===== config.mk =====
export PLATFORM = sky130hd
export DESIGN_NAME = uart_hex_arbiter
export DESIGN_NICKNAME = d
export VERILOG_FILES = /design/src/rtl/uart_hex_arbiter.sv
export SDC_FILE = /design/constraint.sdc
export NUM_CORES = 1
export LEC_CHECK = 0
export CELL_PAD_IN_SITES_DETAIL_PLACEMENT = 1
export CELL_PAD_IN_SITES_GLOBAL_PLACEMENT = 2
export CORE_UTILIZATION = 29
export CTS_BUF_LIST = sky130_fd_sc_hd__clkbuf_2 sky130_fd_sc_hd__clkbuf_4 sky130_fd_sc_hd__clkbuf_8
export DETAILED_ROUTE_END_ITERATION = 10
export GPL_TIMING_DRIVEN = 1
export PLACE_DENSITY = 0.87
export SLEW_MARGIN = 30
export SYNTH_ARGS = -nofsm -noshare
export SYNTH_HDL_FRONTEND = slang
export SYNTH_SLANG_ARGS = --single-unit
export TNS_END_PERCENT = 1

===== constraint.sdc =====
create_clock -name i_clk -period 2.7 [get_ports i_clk]
set_clock_uncertainty 0.15 [all_clocks]
set_input_delay 0.27 -clock i_clk [delete_from_list [all_inputs] [get_ports i_clk]]
set_output_delay 0.27 -clock i_clk [all_outputs]
set_load 0.01 [all_outputs]

===== src/rtl/uart_hex_arbiter.sv =====
`default_nettype none
// +----------------------------------------------------------------------------+
// | uart_hex_arbiter: round-robin arbiter feeding one shared hex-dump           |
// | transmitter from NPORTS single-word holding registers.                     |
// | Revision: 1.0                                                              |
// +----------------------------------------------------------------------------+
module uart_hex_arbiter #(
  parameter int NPORTS = 4,
  parameter int W      = 32
) (
  input  logic                        i_clk,
  input  logic                        i_reset,
  input  logic [NPORTS-1:0]           i_stb,
  input  logic [NPORTS*W-1:0]         i_data,
  output logic [NPORTS-1:0]           o_busy,
  output logic                        o_tx_stb,
  output logic [W-1:0]                o_tx_data,
  input  logic                        i_tx_busy,
  output logic [$clog2(NPORTS)-1:0]   o_grant_id
);

  localparam int IDW = $clog2(NPORTS);

  typedef enum logic [1:0] {
    IDLE   = 2'd0,
    ISSUE  = 2'd1,
    SETTLE = 2'd2,
    DRAIN  = 2'd3
  } state_t;

  state_t                   r_state;
  logic [NPORTS-1:0]        r_pending;
  logic [NPORTS-1:0][W-1:0] r_hold;
  logic [IDW-1:0]           r_rr_ptr;

  logic                     w_sel_valid;
  logic [IDW-1:0]           w_sel_idx;
  logic [IDW-1:0]           w_rr_next;
  logic                     w_grant;

  // Scan from the farthest offset down so the nearest pending port at or
  // after the pointer is the last (winning) assignment.
  always_comb begin
    w_sel_valid = 1'b0;
    w_sel_idx   = '0;
    for (int i = NPORTS - 1; i >= 0; i--) begin
      if (r_pending[(int'(r_rr_ptr) + i) % NPORTS]) begin
        w_sel_valid = 1'b1;
        w_sel_idx   = IDW'((int'(r_rr_ptr) + i) % NPORTS);
      end
    end
  end

  assign w_rr_next = (w_sel_idx == IDW'(NPORTS - 1)) ? '0 : w_sel_idx + IDW'(1);
  assign w_grant   = (r_state == IDLE) && w_sel_valid;
  assign o_busy    = r_pending;

  // Capture needs !pending and grant needs pending, so the two never collide;
  // this also drops a strobe that arrives on the grant edge.
  always_ff @(posedge i_clk) begin
    if (i_reset) begin
      r_pending <= '0;
      r_hold    <= '0;
    end else begin
      for (int k = 0; k < NPORTS; k++) begin
        if (i_stb[k] && !r_pending[k]) begin
          r_pending[k] <= 1'b1;
          r_hold[k]    <= i_data[k*W +: W];
        end else if (w_grant && (w_sel_idx == IDW'(k))) begin
          r_pending[k] <= 1'b0;
        end
      end
    end
  end

  always_ff @(posedge i_clk) begin
    if (i_reset) begin
      r_state    <= IDLE;
      o_tx_stb   <= 1'b0;
      o_tx_data  <= '0;
      o_grant_id <= '0;
      r_rr_ptr   <= '0;
    end else begin
      case (r_state)
        IDLE: begin
          if (w_sel_valid) begin
            o_tx_data  <= r_hold[w_sel_idx];
            o_grant_id <= w_sel_idx;
            o_tx_stb   <= 1'b1;
            r_rr_ptr   <= w_rr_next;
            r_state    <= ISSUE;
          end
        end
        ISSUE: begin
          if (!i_tx_busy) begin
            o_tx_stb <= 1'b0;
            r_state  <= SETTLE;
          end
        end
        // Transmitter busy lags acceptance by a cycle, so it is not trusted here.
        SETTLE: r_state <= DRAIN;
        DRAIN: begin
          if (!i_tx_busy) begin
            r_state <= IDLE;
          end
        end
        default: r_state <= IDLE;
      endcase
    end
  end

endmodule
`default_nettype wire


==> results of run 1 <==
==> power groups by stage <==
stage          Clock, mW  Sequential (mW)  Combinational, mW
2_1_floorplan          0             3.13               1.64
4_1_cts             2.04             3.12               2.71
3_3_place_gp           0             3.17               2.64
5_1_grt             2.15             3.16               2.92
6_report            1.99             3.12               2.68
3_5_place_dp           0             3.17               2.70
==> stage by stage <==
| stage | total power [mW] | cell area, um^2 |
|---|---|---|
| after detailed placement | 5.87 | 9130 |
| final | 7.79 | 9570 |
| after floorplan | 4.77 | 7080 |
| after CTS | 7.88 | 9570 |
| after global placement | 5.81 | 9130 |
| after global routing | 8.23 | 9570 |
==> cell families (layout without fill, tap and decap cells) <==
family / count (synthesis) / in the layout / share of synthesized area, %
AOI/OAI and AO/OA: 245 / 245 / 20.5
xor gates and xnor gates: 1 / 1 / 0.124
adders and majority gates: 5 / 5 / 0.884
buffers and inverters: 72 / 231 / 4.49
DFF: 171 / 171 / 48.4
muxes: 32 / 32 / 6.47
and+or+nand+nor: 328 / 328 / 19.2
==> registers in the layout, summed over array words and instances, names as in the netlist <==
register    flops
o_busy          4
o_grant_id      2
o_tx_data      32
o_tx_stb        1
r_hold        128
r_rr_ptr        2
r_state         2
==> path summary, 6_finish.rpt <==
kind                                  start       endpoint  slack, ps  depth (start not counted)
worst max-delay path              o_busy[3]  o_tx_data[30]        330                          5
worst min-delay path            i_data[104]    r_hold[104]        180                          3
worst max register to register    o_busy[3]  o_tx_data[30]        330                          5
worst min register to register   r_hold[55]     r_hold[55]        310                          2
==> layout make-up <==
cell class | count | area [um^2] | share of cell area, %
multi-input cells | 611 | 3350 | 35.1
inverters | 4 | 15.0 | 0.157
repair buffers | 195 | 1950 | 20.3
flip-flops and latches | 171 | 3420 | 35.8
clock inverters | 14 | 184 | 1.92
well taps | 319 | 399 | 4.17
clock buffers | 18 | 248 | 2.59
==> per-layer routing <==
layer  routed length [um]  global-route usage (%)  up-vias
met5                    0                       0        -
met1                11200                    25.8     3105
met4                  247                    4.30        0
met2                11300                    32.3      146
met3                  985                    3.45       23
li1                     -                       -     3203
==> worst max-delay path: stages (launching register included) <==
cell,delay (ps)
dfxtp_1,550
nor2b_1,90
o21a_1,230
or4b_4,600
nor2_8,430
a221o_1,240
==> cells in the final DEF, fill, tap and decap left out, types with 2 or more instances in the layout <==
cell | Yosys | final
mux2_4 | 26 | 26
a211oi_1 | 4 | 4
a21oi_1 | 165 | 165
nor2b_2 | 0 | 3
o21a_1 | 2 | 2
o22ai_1 | 2 | 2
inv_1 | 4 | 4
clkinvlp_4 | 0 | 4
clkbuf_8 | 0 | 18
dfxtp_1 | 171 | 171
inv_6 | 0 | 4
nand3_1 | 32 | 32
bufinv_16 | 0 | 3
mux2_2 | 6 | 6
clkdlybuf4s50_1 | 0 | 172
buf_12 | 0 | 4
clkinv_4 | 0 | 2
nor2b_1 | 6 | 3
nor2_1 | 13 | 12
buf_4 | 0 | 18
nand2b_1 | 7 | 7
o21ai_0 | 33 | 33
a221o_1 | 32 | 32
nand2_1 | 263 | 263
ha_1 | 5 | 5
==> timing repair <==
action / CTS / global route
endpoints found under the hold margin: 1 / 0
hold buffers: 1 / 0
gates resized for setup: 0 / 0
setup endpoints to repair: 0 / 0
==> flow_metrics.tcl, run 1 <==
set metrics [dict create \
    diodes 0 \
    synth_cell_types 35 \
    final.period_utilization_pct 87.8 \
    final_cells 1332 \
    syn2layout_area_growth_pct 35.3 \
    rsz0062_at_grt "false" \
    async_reset_ff_share_pct 0 \
    synth-edff-count 0 \
    internal-power_mw 4.98 \
    slew-limit-headroom_pct 52.3 \
    setup_ws_ps 329 \
    cts.sink_count 171 \
    switching_power_mw 2.81 \
    wl_mm 23.7 \
    hold_viol 0 \
    slew_viol_final 0 \
    path_clk_slew_ps 100 \
    numCtsBuffers 17 \
    grt_max_degree 138 \
    syn-num-nets 994 \
    ant_nets 0 \
    synth_top_cell_area_share_pct 48.4 \
    io_pins 174 \
    initial_utilization_pct 29.9 \
    start_kind "register" \
    p_leak_nw 3.50 \
    synth.top_cells.by_area "dfxtp_1 (48%), nand2_1 (14%), a21oi_1 (12%), mux2_4 (5.5%), a221o_1 (4.5%)" \
    dp_cells 1299 \
    die_x_um 158 \
    routedWlPerCell_um 17.8 \
    ys_seq_area_share_pct 48.4 \
    grt_pass1_vias 6597 \
    num_rows 56 \
    p_seq_share_pct 40.0 \
    tightestPinTransition_ps 716 \
    critPathKind "reg2reg" \
    gp_congestion 0.822 \
    synth_seq_cells 171 \
    dp_slack_ps 348 \
    final_layout_size_suffix_gt1_share_pct 9.67 \
    io_buffers 173 \
    hold_class "in2reg" \
    viasPerCell 4.86 \
    fp.dieH_um 158 \
    synthTopCellsByCount "nand2_1 (263), dfxtp_1 (171), a21oi_1 (165)" \
    clkLatencyLatePin_ps 470 \
    dpl.hpwl_mm 16.7 \
    avgSynthCellArea_um2 8.29 \
    drv_cap 0 \
    synth_flop_cell "dfxtp_1" \
    root_buffer "clkbuf_8" \
    cellPowerDensity_nw_per_um2 814 \
    fillerInstances 2846 \
    comb_power_share_pct 34.4 \
    antenna_found_initial 0 \
    nets 1140 \
    postCtsSetupRepairBufs 0 \
    critPathCaptureType "register" \
    grt_pass1_wl_mm 36.5 \
    core_um2 23700 \
    cts_buffer_depth 2 \
    synth_top_area_cell "dfxtp_1" \
    p_clk_share_pct 25.5 \
    setup_tns_ps 0 \
    fin_util_pct 40.4 \
    htreeDepth 4 \
    required_ps 2960 \
    ys_warn_count 0 \
    syn_area_um2 7080 \
    fmax_ghz 0.422 \
    holdWs_ps 184 \
    setup_viol 0 \
    period_needed_ps 2370 \
    ir_worst_vdd_uv 454 \
    cts_tree "done" \
    postSynthCellCount 854 \
    critPathArrivalTime_ps 2630 \
    crit_fanout 32 \
    grt.total_usage_pct 19.3 \
    die_area_um2 25000 \
    dr.pass1.iters 5 \
    switching_share_pct 36.1 \
    vias 6477 \
    status "finished clean" \
    synth_most_common_cell "nand2_1" \
    drt-initial-drc-count 353 \
    drc 0 \
    overflow 0 \
]
No activity file was read; power rests on OpenSTA's default activity.
==> inputs of run 2 (changes only) <==
--- a/config.mk
+++ b/config.mk
@@ -9,6 +9,7 @@
 export CELL_PAD_IN_SITES_GLOBAL_PLACEMENT = 2
 export CORE_UTILIZATION = 29
 export CTS_BUF_LIST = sky130_fd_sc_hd__clkbuf_2 sky130_fd_sc_hd__clkbuf_4 sky130_fd_sc_hd__clkbuf_8
+export CTS_CLUSTER_DIAMETER = 60
 export DETAILED_ROUTE_END_ITERATION = 10
 export GPL_TIMING_DRIVEN = 1
 export PLACE_DENSITY = 0.87
==> constraint.sdc (replaced) <==
create_clock -name i_clk -period 2.7 [get_ports i_clk]
set_clock_uncertainty 0.15 [all_clocks]
set_input_delay 0.54 -clock i_clk [delete_from_list [all_inputs] [get_ports i_clk]]
set_output_delay 0.54 -clock i_clk [all_outputs]
set_load 0.05 [all_outputs]
==> flow_metrics.tcl, run 2 (synthesis results as in run 1) <==
set metrics [dict create \
    drt-initial-drc-count 330 \
    p_total_mw 8.00 \
    syn2layout_area_growth_pct 34.6 \
    die_area_um2 25000 \
    antenna_found_initial 0 \
    final_cells 1333 \
    crit_buf_inv 1 \
    grt_pass1_vias 6569 \
    routedWlPerCell_um 17.7 \
    core_um2 23700 \
    cts.sink_count 171 \
    dr.pass1.iters 5 \
    crit_fanout 9 \
    cellPowerDensity_nw_per_um2 840 \
    fmax_ghz 0.381 \
    numCtsBuffers 17 \
    status "finished clean" \
    clkLatencyLatePin_ps 470 \
    drv_cap 0 \
    diodes 0 \
    dpl.hpwl_mm 16.5 \
    root_buffer "clkbuf_8" \
    setup_viol 0 \
    top_usage_layer "met2" \
    cts_tree "done" \
    grt_use_met3_pct 3.75 \
    vias 6467 \
    cts_hold_buf 0 \
    setup_tns_ps 0 \
    io_buffers 173 \
    slew_viol_final 0 \
    tightestPinTransition_ps 661 \
    hold_class "in2reg" \
    start_kind "register" \
    critPathTopFamily "buffers and inverters" \
    wl_mm 23.6 \
    ir_worst_vdd_uv 417 \
    period_needed_ps 2620 \
    initial_utilization_pct 29.9 \
    met1_usage_pct 25.1 \
    htreeDepth 4 \
    die_x_um 158 \
    final_common_cell "nand2_1" \
    cts_buffer_depth 2 \
    gp_congestion 0.759 \
    slew-limit-headroom_pct 55.9 \
    critPathArrivalTime_ps 1930 \
    grt_pass1_wl_mm 36.4 \
    ant_nets 0 \
    fin_util_pct 40.2 \
    drc 0 \
    grt.total_usage_pct 19.2 \
    hold_viol 0 \
    path_cells "clkdlybuf4s50_1" \
    path_clk_slew_ps 100 \
    fp.dieH_um 158 \
    final_layout_size_suffix_gt1_share_pct 9.86 \
    cts_resized 0 \
    use_met2_pct 32.9 \
    overflow 0 \
    critPathKind "reg2out" \
    nets 1141 \
    viasPerCell 4.85 \
    cp_slowest_stage_delay_ps 900 \
    final.period_utilization_pct 97.2 \
    critPathCaptureType "primary output" \
    required_ps 2010 \
    largest_reg_flops 128 \
    postCtsSetupRepairBufs 0 \
    io_pins 174 \
    fillerInstances 2887 \
    dp_cells 1301 \
    top_register "r_hold" \
    num_rows 56 \
    mostFrequentLayoutCells "nand2_1 (263), clkdlybuf4s50_1 (172), dfxtp_1 (171)" \
    p_leak_nw 3.49 \
    cp_slowest_cell "clkdlybuf4s50_1" \
    grt_max_degree 106 \
    rsz0062_at_grt "false" \
]
## run 2: layout make-up
cell class              instances  area, um^2  area share (%)
flip-flops and latches        171        3420            35.9
well taps                     319         399            4.19
clock buffers                  17         234            2.46
repair buffers                196        1950            20.5
clock inverters                15         149            1.56
multi-input cells             611        3350            35.2
inverters                       4        15.0           0.158
## run 2: layer usage
| layer | vias up | part of all wire (%) | wire length [um] |
|---|---|---|---|
| met5 | - | 0 | 0 |
| met2 | 141 | 48 | 11200 |
| li1 | 3212 | - | - |
| met4 | 0 | 0.78 | 185 |
| met3 | 13 | 4.3 | 1020 |
| met1 | 3101 | 47 | 11200 |
## run 2: stage by stage
| stage | setup slack (ps) | hold WS, ps | instance area [um^2] |
|---|---|---|---|
| detailed placement | 330 | 295 | 9140 |
| global route | 4.16 | 289 | 9530 |
| global placement | 391 | 290 | 9140 |
| floorplan | 287 | 283 | 7080 |
| finish | 75.4 | 293 | 9530 |
| CTS | 46.4 | 271 | 9530 |
## run 2: worst reg2reg max path, cell delays in order (launching register included)
cell     delay, ps
dfxtp_1        560
nor2b_1         90
o21a_1         230
or4b_4         600
nor2_8         440
a221o_1        270
## run 2: worst paths after layout
kind          startpoint  slack, ps            end  depth (start not counted)
min reg2reg  r_hold[127]        310    r_hold[127]                          2
max            o_busy[3]         80      o_busy[3]                          1
min              i_reset        290    r_rr_ptr[0]                          3
max reg2reg    o_busy[3]        300  o_tx_data[30]                          5
## run 2: report_power, final
| group | switching (mW) | internal [mW] |
|---|---|---|
| Sequential | 0.253 | 2.85 |
| Clock | 1.10 | 0.692 |
| Combinational | 1.93 | 1.17 |
==> inputs of run 3 (changes only) <==
--- a/config.mk
+++ b/config.mk
@@ -13,6 +13,7 @@
 export DETAILED_ROUTE_END_ITERATION = 10
 export GPL_TIMING_DRIVEN = 1
 export PLACE_DENSITY = 0.87
+export RECOVER_POWER = 100
 export SLEW_MARGIN = 30
 export SYNTH_ARGS = -nofsm -noshare
 export SYNTH_HDL_FRONTEND = slang
==> flow_metrics.tcl, run 3 (synthesis results as in run 1) <==
set metrics [dict create \
    numCtsBuffers 17 \
    ant_nets 0 \
    grt_max_degree 106 \
    grt.total_usage_pct 19.2 \
    cp_slowest_cell "clkdlybuf4s50_1" \
    top_register "r_hold" \
    overflow 0 \
    path_cells "clkdlybuf4s50_1" \
    critPathArrivalTime_ps 1930 \
    vias 6433 \
    slew_viol_final 0 \
    required_ps 2010 \
    seqCellArea_um2 3420 \
    drc 0 \
    htreeDepth 4 \
    core_um2 23700 \
    num_rows 56 \
    crit_fanout 9 \
    antenna_found_initial 0 \
    hold_class "in2reg" \
    gp_congestion 0.759 \
    diodes 0 \
    switching_share_pct 41.4 \
    slew-limit-headroom_pct 10.4 \
    start_kind "register" \
    drv_cap 0 \
    die_x_um 158 \
    p_leak_nw 3.59 \
    dp_slack_ps 330 \
    p_seq_share_pct 39.1 \
    mostFrequentLayoutCells "nand2_1 (263), dfxtp_1 (171), a21oi_1 (165)" \
    drt-initial-drc-count 331 \
    final_common_cell "nand2_1" \
    multiInputGateArea_um2 3340 \
    met1_usage_pct 25.1 \
    postCtsSetupRepairBufs 0 \
    critPathKind "reg2out" \
    internal-power_mw 4.65 \
    setup_tns_ps 0 \
    final.period_utilization_pct 96.9 \
    switching_power_mw 3.28 \
    fillerInstances 2894 \
    grt_use_met3_pct 3.75 \
    routedWlPerCell_um 17.7 \
    fmax_ghz 0.382 \
    cts_tree "done" \
    cts_buffer_depth 2 \
    critPathCaptureType "primary output" \
    cellPowerDensity_nw_per_um2 836 \
    die_area_um2 25000 \
    top_usage_layer "met2" \
    grt_pass1_wl_mm 36.4 \
    period_needed_ps 2620 \
    path_clk_slew_ps 100 \
    largest_reg_flops 128 \
    cts_resized 0 \
    fp.dieH_um 158 \
    cts_hold_buf 0 \
    crit_buf_inv 1 \
    dpl.hpwl_mm 16.5 \
    comb_power_share_pct 38.3 \
    hold_viol 0 \
    syn2layout_area_growth_pct 34.0 \
    nets 1141 \
    ir_worst_vdd_uv 417 \
    dr.pass1.iters 4 \
    setup_viol 0 \
    clkLatencyLatePin_ps 470 \
    critPathTopFamily "buffers and inverters" \
    final_layout_size_suffix_gt1_share_pct 9.27 \
    setup_ws_ps 84.0 \
    cp_slowest_stage_delay_ps 900 \
    grt_pass1_vias 6569 \
    holdWs_ps 293 \
    wl_mm 23.6 \
    status "finished clean" \
    io_pins 174 \
    initial_utilization_pct 29.9 \
    io_buffers 173 \
    p_clk_share_pct 22.6 \
    tightestPinTransition_ps 1340 \
    rsz0062_at_grt "false" \
    root_buffer "clkbuf_8" \
    viasPerCell 4.83 \
    use_met2_pct 32.9 \
    cts.sink_count 171 \
]
run 3: changes by cell type in the layout (fill, tap and decap cells not counted), moves of 3 or more:
cell,delta
clkbuf_1,+3
buf_4,-6
clkdlybuf4s50_1,-40
clkbuf_2,+4
dlygate4sd3_1,+40
run 3: worst register-to-register path, delay by kind of cell, from the launching register on:
| kind | cells | cell delay [ps] |
|---|---|---|
| flops | 1 | 550 |
| simple gates | 3 | 1250 |
| compound gates | 2 | 490 |
run 3: power by group through the flow:
stage / sequential, mW / clock (mW) / combinational (mW)
floorplan: 3.50 / 0 / 1.64
global placement: 3.16 / 0 / 3.08
detailed placement: 3.16 / 0 / 3.12
CTS: 3.11 / 1.85 / 3.13
global route: 3.15 / 1.95 / 3.27
finish: 3.10 / 1.79 / 3.03
run 3: area by class of cell:
class	count	share of cell area, %
flip-flops and latches	171	36.1
multi-input cells	611	35.3
inverters	4	0.158
repair buffers	196	20.2
clock inverters	15	1.57
clock buffers	17	2.47
well taps	319	4.21
run 3: worst paths after layout:
kind / from / end / slack, ps / cells past startpoint
worst max-delay path: o_busy[3] / o_busy[3] / 80 / 1
worst min register to register: r_hold[127] / r_hold[127] / 310 / 2
worst max register to register: o_busy[3] / o_tx_data[30] / 200 / 5
worst min-delay path: i_reset / r_rr_ptr[0] / 290 / 3
run 3: routing by layer:
metal  vias up  share of wire, %
met5         -                 0
met4         0              0.78
met3        13               4.1
met2       142                48
met1      3070                47
li1       3208                 -
run 3: metrics by stage:
| step | instance area (um^2) | util [%] | std cells | total power [mW] |
|---|---|---|---|---|
| 2_1_floorplan | 7080 | - | 854 | 5.14 |
| 3_3_place_gp | 9140 | 38.6 | 1301 | 6.24 |
| 3_5_place_dp | 9140 | 38.6 | 1301 | 6.29 |
| 4_1_cts | 9530 | 40.2 | 1333 | 8.09 |
| 5_1_grt | 9480 | 40.0 | 1333 | 8.36 |
| 6_report | 9480 | 40.0 | 1333 | 7.92 |
